File: src/rtl/fifo_ptr_pkg.sv
// rtl/fifo_ptr_pkg.sv - shared pointer sizing helpers and types for the async FIFO controllers
package fifo_ptr_pkg;

   localparam int DEF_ADDR_W = 4;

   function automatic int ptr_w(input int addr_w);
      return addr_w + 1;
   endfunction

   function automatic int depth(input int addr_w);
      return 1 << addr_w;
   endfunction

   typedef logic [ptr_w(DEF_ADDR_W)-1:0] ptr_t;

endpackage

File: src/rtl/binary_to_gray.sv
// rtl/binary_to_gray.sv - combinational binary to reflected Gray code converter
module binary_to_gray #(
   parameter int WIDTH = 5
) (
   input  logic [WIDTH-1:0] bin,
   output logic [WIDTH-1:0] gray
);

   assign gray = bin ^ (bin >> 1);

endmodule

File: src/rtl/gray_to_binary.sv
// rtl/gray_to_binary.sv - combinational Gray to binary converter (prefix XOR from the MSB)
module gray_to_binary #(
   parameter int WIDTH = 5
) (
   input  logic [WIDTH-1:0] gray,
   output logic [WIDTH-1:0] bin
);

   for (genvar i = 0; i < WIDTH; i++) begin : g_bit
      assign bin[i] = ^(gray >> i);
   end

endmodule

File: src/rtl/fifo_wptr_ctrl.sv
// rtl/fifo_wptr_ctrl.sv - async FIFO write-side pointer, Gray export, full/almost-full/level
module fifo_wptr_ctrl
   import fifo_ptr_pkg::*;
#(
   parameter int ADDR_WIDTH = 4,
   parameter int AF_THRESH  = 12
) (
   input  logic                  clk,
   input  logic                  rst_n,
   input  logic                  wr_req,
   input  logic [ADDR_WIDTH:0]   rptr_gray_sync,
   output logic                  wen,
   output logic [ADDR_WIDTH-1:0] waddr,
   output logic [ADDR_WIDTH:0]   wptr_gray,
   output logic                  full,
   output logic                  almost_full,
   output logic [ADDR_WIDTH:0]   level
);

   localparam int PW = ptr_w(ADDR_WIDTH);
   localparam logic [PW-1:0] AF_LVL = PW'(AF_THRESH);

   logic [PW-1:0] wbin;
   logic [PW-1:0] wbin_next;
   logic [PW-1:0] gray_next;
   logic [PW-1:0] rbin;
   logic [PW-1:0] level_next;
   logic          full_next;

   assign wen       = wr_req & ~full & rst_n;
   assign waddr     = wbin[ADDR_WIDTH-1:0];
   assign wbin_next = wbin + PW'(wen);

   binary_to_gray #(.WIDTH(PW)) u_b2g (
      .bin  (wbin_next),
      .gray (gray_next)
   );

   gray_to_binary #(.WIDTH(PW)) u_g2b (
      .gray (rptr_gray_sync),
      .bin  (rbin)
   );

   assign level_next = wbin_next - rbin;
   // Full when the write pointer is exactly one lap ahead: top two Gray bits inverted, rest equal.
   assign full_next  = (gray_next == {~rptr_gray_sync[PW-1:PW-2], rptr_gray_sync[PW-3:0]});

   always_ff @(posedge clk) begin
      if (!rst_n) begin
         wbin        <= '0;
         wptr_gray   <= '0;
         level       <= '0;
         full        <= 1'b0;
         almost_full <= 1'b0;
      end else begin
         wbin        <= wbin_next;
         wptr_gray   <= gray_next;
         level       <= level_next;
         full        <= full_next;
         almost_full <= (level_next >= AF_LVL);
      end
   end

endmodule
File: config.mk
export PLATFORM = sky130hd
export DESIGN_NAME = fifo_wptr_ctrl
export DESIGN_NICKNAME = d
export VERILOG_FILES = /design/src/rtl/fifo_ptr_pkg.sv /design/src/rtl/binary_to_gray.sv /design/src/rtl/gray_to_binary.sv /design/src/rtl/fifo_wptr_ctrl.sv
export SDC_FILE = /design/constraint.sdc
export NUM_CORES = 1
export LEC_CHECK = 0
export ABC_AREA = 1
export CAP_MARGIN = 10
export CORE_MARGIN = 10
export CORE_UTILIZATION = 45
export DETAILED_ROUTE_END_ITERATION = 8
export PLACE_DENSITY = 0.76
export SETUP_SLACK_MARGIN = 0.02
export SLEW_MARGIN = 25
export SYNTH_ARGS = -nofsm -noshare
export SYNTH_HDL_FRONTEND = slang
export SYNTH_SLANG_ARGS = --single-unit
export TNS_END_PERCENT = 30
File: constraint.sdc
create_clock -name clk -period 3.08 [get_ports clk]
set_input_delay 0.616 -clock clk [delete_from_list [all_inputs] [get_ports clk]]
set_output_delay 0.616 -clock clk [all_outputs]
set_load 0.01 [all_outputs]
======== Word level (Yosys, flattened, before mapping) ========
Index checks and enable logic that the tools add are counted.
storage, ports and cells
  register bits ........................... 17
  input bits .............................. 8
  output and inout bits ................... 17
  logic and storage cells ................. 19
operators by class
  add/subtract/negate cells ............... 2
  magnitude comparators ................... 1
  equal/unequal tests ..................... 1
  bitwise operators ....................... 5
  reduce and logical (&&, ||, !) cells .... 5
operators by type and width
  kind                                                                number
  XOR reduction 5 bit                                                 5
  adder 5 x 1 -> 5 bit                                                1
  == test 5 bit                                                       1
  greater-or-equal comparator 5 x 4 -> 1 bit (second input constant)  1
  subtractor 5 bit                                                    1
  XOR 5 x 4 -> 5 bit                                                  1
  bitwise AND 1 bit                                                   2
  NOT 2 bit                                                           1
  NOT 1 bit                                                           1

======== Depth between registers and ports, before layout ========
  word-level depth ........................ 6
  depth in mapped cells ................... 18
  mapped depth without buffers ............ 17

======== Cells and area by module ========
A second synthesis with hierarchy kept.
second synthesis, totals
  cells, all modules ...................... 148
  area, all modules ....................... 1042.2 sq um
modules (own cells, without submodules)
  module          instances  cells each  area an instance (sq um)  sequential area each (sq um)
  fifo_wptr_ctrl  1          103         837.1                     340.3
  gray_to_binary  1          27          133.9                     0.0
  binary_to_gray  1          18          71.3                      0.0

======== Least setup slack after synthesis ========
Ideal clock, no wire load.
  path kind ............................... input to register
  start point ............................. in rst_n
  end point ............................... reg almost_full
  library setup time ...................... 0.114 ns
  data arrival time ....................... 2.501 ns
  data required time ...................... 2.966 ns
  slack ................................... 0.465 ns
  stages .................................. 16
  path buffers ............................ 2
  cell sequence ........................... buf_2 nand2_1 nor2_1 ha_1 ha_1 clkbuf_1 nand3_1 nand2_1 inv_1 ha_1 inv_1 nand2_1 nand3_1 nand3_1 nand3_1 nand2_1
on the way
  cells in the longest elaborated chain, start to end .. 4
RTL lines
  element                                     line                  RTL
  from (decl)                                 fifo_wptr_ctrl.sv:9   input logic rst_n,
  bitwise AND 1 bit                           fifo_wptr_ctrl.sv:30  assign wen = wr_req & ~full & rst_n;
  via wen                                     fifo_wptr_ctrl.sv:12  output logic wen,
  adder 5 x 1 -> 5 bit                        fifo_wptr_ctrl.sv:32  assign wbin_next = wbin + PW'(wen);
  via u_b2g.bin[1]                            binary_to_gray.sv:5   input logic [WIDTH-1:0] bin,
  subtractor 5 bit                            fifo_wptr_ctrl.sv:44  assign level_next = wbin_next - rbin;
  greater-or-equal comparator 5 x 4 -> 1 bit  fifo_wptr_ctrl.sv:60  almost_full <= (level_next >= AF_LVL);
  to (signal assigned)                        fifo_wptr_ctrl.sv:60
  to (decl)                                   fifo_wptr_ctrl.sv:16  output logic almost_full,
The timed path passes the listed nets, and every way through them passes these cells.
A chain may end at the register's enable or synchronous reset.

======== Worst setup path after layout ========
  start point ............................. in rst_n
  end point ............................... reg almost_full
on the way
  cells in the longest elaborated chain, start to end .. 4
RTL lines
  element                                     line
  bitwise AND 1 bit                           fifo_wptr_ctrl.sv:30
  adder 5 x 1 -> 5 bit                        fifo_wptr_ctrl.sv:32
  via u_b2g.bin[2]                            binary_to_gray.sv:5
  subtractor 5 bit                            fifo_wptr_ctrl.sv:44
  greater-or-equal comparator 5 x 4 -> 1 bit  fifo_wptr_ctrl.sv:60
The timed path passes the listed nets, and every way through them passes these cells.

==> load_flow_metrics.sql <==
INSERT INTO impl_metrics (metric_group, metric, value, unit) VALUES
('outcome', 'run_status', 'completed', ''),
('critical_path', 'worst_path_cell_chain', 'clkdlybuf4s50_1, nand2_1, nor2_1, ha_1, ha_1, inv_1, nand2_1, and2_4, inv_2, ha_1, inv_1, nor2_1, nand3_1, nand2_1, nand2_1, nand4_1, nand2_1', ''),
('clock_tree', 'ctsHtreeMaxLevel', '1', ''),
('critical_path', 'worstPathBufferInverterCount', '4', ''),
('critical_path', 'reg2reg_from', 'full', ''),
('route', 'drt_wl_total', '1850', 'µm'),
('sta', 'grt_setup_unrepaired', 'false', ''),
('sta', 'fin_worst_skew', '0.0104', 'ns'),
('power', 'p_leak', '0.000627', 'µW'),
('clock_tree', 'clock_sinks', '16', ''),
('yosys', 'synth.distinct_cells', '19', ''),
('run', 'timing.max_cap.violations', '0', ''),
('yosys', 'ys_top_cells_by_count', '32 x sky130_fd_sc_hd__nand2_1, 25 x sky130_fd_sc_hd__inv_1, 16 x sky130_fd_sc_hd__dfxtp_1, 11 x sky130_fd_sc_hd__nor2_1, 9 x sky130_fd_sc_hd__xor2_1', ''),
('yosys', 'syn_avg_cell_area', '7.21', 'µm²'),
('layout', 'post-route-util', '0.627', ''),
('yosys', 'synth_top_cell_by_area', 'sky130_fd_sc_hd__dfxtp_1', ''),
('route', 'via_density_per_instance', '4.50', ''),
('clock_tree', 'max-clock-path-buffers', '2', ''),
('sta', 'hold_viol', '0', ''),
('floorplanning', 'effective_utilization_at_floorplan', '0.468', ''),
('yosys', 'syn_warnings', '0', ''),
('floorplanning', 'floorplan.rows', '16', ''),
('layout', 'fin_nets', '168', ''),
('yosys', 'yosys_register_bits', '16', ''),
('floorplanning', 'die_y', '64.9', 'µm'),
('placed_design', 'post-dp-hpwl', '1610', 'µm'),
('yosys', 'synth.top_cell.area_share', '0.353', ''),
('clock_tree', 'cts_root_buf', 'sky130_fd_sc_hd__clkbuf_4', ''),
('route', 'remaining_drc_errors', '0', ''),
('clock_tree', 'source_to_sink_clock_delay_at_the_later_pin_of_the_worst_skew_pair', '0.29', 'ns'),
('grt', 'number_of_global_route_vias_before_repair', '799', ''),
('critical_path', 'critPathTopFamily', 'simple AND/OR/NAND/NOR gates', ''),
('worst_hold_path', 'min-delay-path-class', 'flop to flop', ''),
('critical_path', 'timing.critical_path.slowest_stage_cell', 'sky130_fd_sc_hd__clkdlybuf4s50_1', ''),
('yosys', 'asyncSetResetFlopFracSynth', '0', ''),
('critical_path', 'worst_path_largest_cell_delay', '0.48', 'ns'),
('layout', 'syn2layout_area_growth', '34.0', '%'),
('critical_path', 'arrival', '2.89', 'ns'),
('sta', 'post-route-period-util', '0.873', ''),
('sta', 'setup_tns_after_final_layout', '0', 'ns'),
('route', 'initialDrtViolationCount', '20', ''),
('sta', 'maxClockFrequency', '372', 'MHz'),
('yosys', 'synthesized_nets', '140', ''),
('placed_design', 'place.gp.congestion', '0.858', ''),
('grt', 'grt.overflow.total', '0', ''),
('yosys', 'top_count_cell_post_synth', 'sky130_fd_sc_hd__nand2_1', ''),
('critical_path', 'critPathLaunchType', 'primary input', ''),
('layout', 'n_antenna_cell', '0', ''),
('clock_tree', 'postCtsHoldBufs', '0', ''),
('floorplanning', 'die_area', '4220', 'µm²'),
('route', 'drt.antenna.violating_nets', '0', ''),
('power', 'power-per-cell-area', '419', 'nW/µm²'),
('yosys', 'synth_sequential_area_ratio', '0.353', ''),
('route', 'first_pass_iters', '4', ''),
('placed_design', 'port-buffer-count', '24', ''),
('critical_path', 'worst_path_most_repeated_cell', 'sky130_fd_sc_hd__nand2_1', ''),
('grt', 'grt_usage', '0.0985', ''),
('grt', 'grt_first_pass_wirelength', '3380', 'µm'),
('floorplanning', 'die_w', '64.9', 'µm'),
('worst_hold_path', 'worstHoldStart', 'wptr_gray[4]', ''),
('sta', 'worst_pin_slew', '0.282', 'ns'),
('critical_path', 'critical_path.startpoint', 'rst_n', ''),
('yosys', 'postSynth.topFlopCell', 'sky130_fd_sc_hd__dfxtp_1', ''),
('grt', 'antenna_violations_before_repair', '0', ''),
('route', 'routedWlPerCell', '10.3', 'µm'),
('clock_tree', 'postCtsResizedCells', '0', ''),
('sta', 'setup_viol', '0', ''),
('yosys', 'mappedNetlistArea', '908', 'µm²'),
('grt', 'grt_max_degree', '11', ''),
('critical_path', 'criticalPathCategory', 'primary input to flop', ''),
('clock_tree', 'clk_pin_slew_worst_paths', '0.10', 'ns');
[registers in the layout, summed over array words and instances, names as in the netlist]
register	flops
full	1
almost_full	1
level	5
wbin	4
wptr_gray	5
[where the power goes]
| part | internal, µW | switching, µW |
|---|---|---|
| combinational | 71.1 | 73.0 |
| clock | 72.1 | 66.0 |
| sequential | 223 | 4.82 |
[metrics by stage]
| stage | hold slack, ns | std cells | worst slack (ns) | cell area (µm²) |
|---|---|---|---|---|
| 2_1_floorplan | 0.522 | 126 | 0.465 | 908 |
| 3_3_place_gp | 0.502 | 176 | 0.158 | 1180 |
| 3_5_place_dp | 0.497 | 176 | 0.0679 | 1180 |
| 4_1_cts | 0.513 | 180 | 0.363 | 1220 |
| 5_1_grt | 0.562 | 180 | 0.109 | 1220 |
| 6_report | 0.507 | 180 | 0.392 | 1220 |
[kinds of logic (layout without fill, tap and decap cells)]
logic type / Yosys count / in the layout / share of synthesized area
buffers and inverters: 30 / 57 / 0.129
adders and majority gates: 6 / 6 / 0.0826
AOI/OAI and AO/OA: 3 / 3 / 0.0165
xor gates and xnor gates: 13 / 13 / 0.142
DFF: 16 / 16 / 0.353
and+or+nand+nor: 58 / 58 / 0.277
[tightest hold or removal path: cells and delay by family (launching register included)]
| family | cells | cell delay (ns) |
|---|---|---|
| compound gates | 1 | 0.06 |
| flops | 1 | 0.33 |
| simple gates | 1 | 0.08 |
[routing by layer]
metal / wire (µm) / GRT usage
met1: 816 / 0.108
met2: 889 / 0.169
met3: 88 / 0.0189
met4: 55 / 0.0642
met5: 0 / 0
[cells in the final DEF (no fill, tap or decap), drive strengths merged]
| master | count |
|---|---|
| clkbuf | 4 |
| clkdlybuf4s50 | 24 |
| and2 | 1 |
| xor2 | 11 |
| inv | 26 |
| a21oi | 3 |
| clkinv | 1 |
| ha | 6 |
| nand2 | 33 |
| nor2 | 11 |
| xnor2 | 2 |
| nand3 | 9 |
| buf | 2 |
| nand4 | 4 |
| dfxtp | 16 |
[path summary, 6_finish.rpt]
kind / end / slack, ns / cells after the start
worst min-delay path: wptr_gray[4] / 0.51 / 2
worst max-delay path: almost_full / 0.39 / 17
worst min register to register: wptr_gray[4] / 0.51 / 2
worst max register to register: almost_full / 0.92 / 15
[area by class of cell]
| type | instances | area [µm²] |
|---|---|---|
| Sequential cell | 16 | 320 |
| Clock buffer | 4 | 36.3 |
| Tap cell | 27 | 33.8 |
| Fill cell | 195 | 724 |
| Multi-Input combinational cell | 80 | 470 |
| Timing Repair Buffer | 26 | 255 |
| Inverter | 27 | 101 |
(Power assumes the default switching activity.)
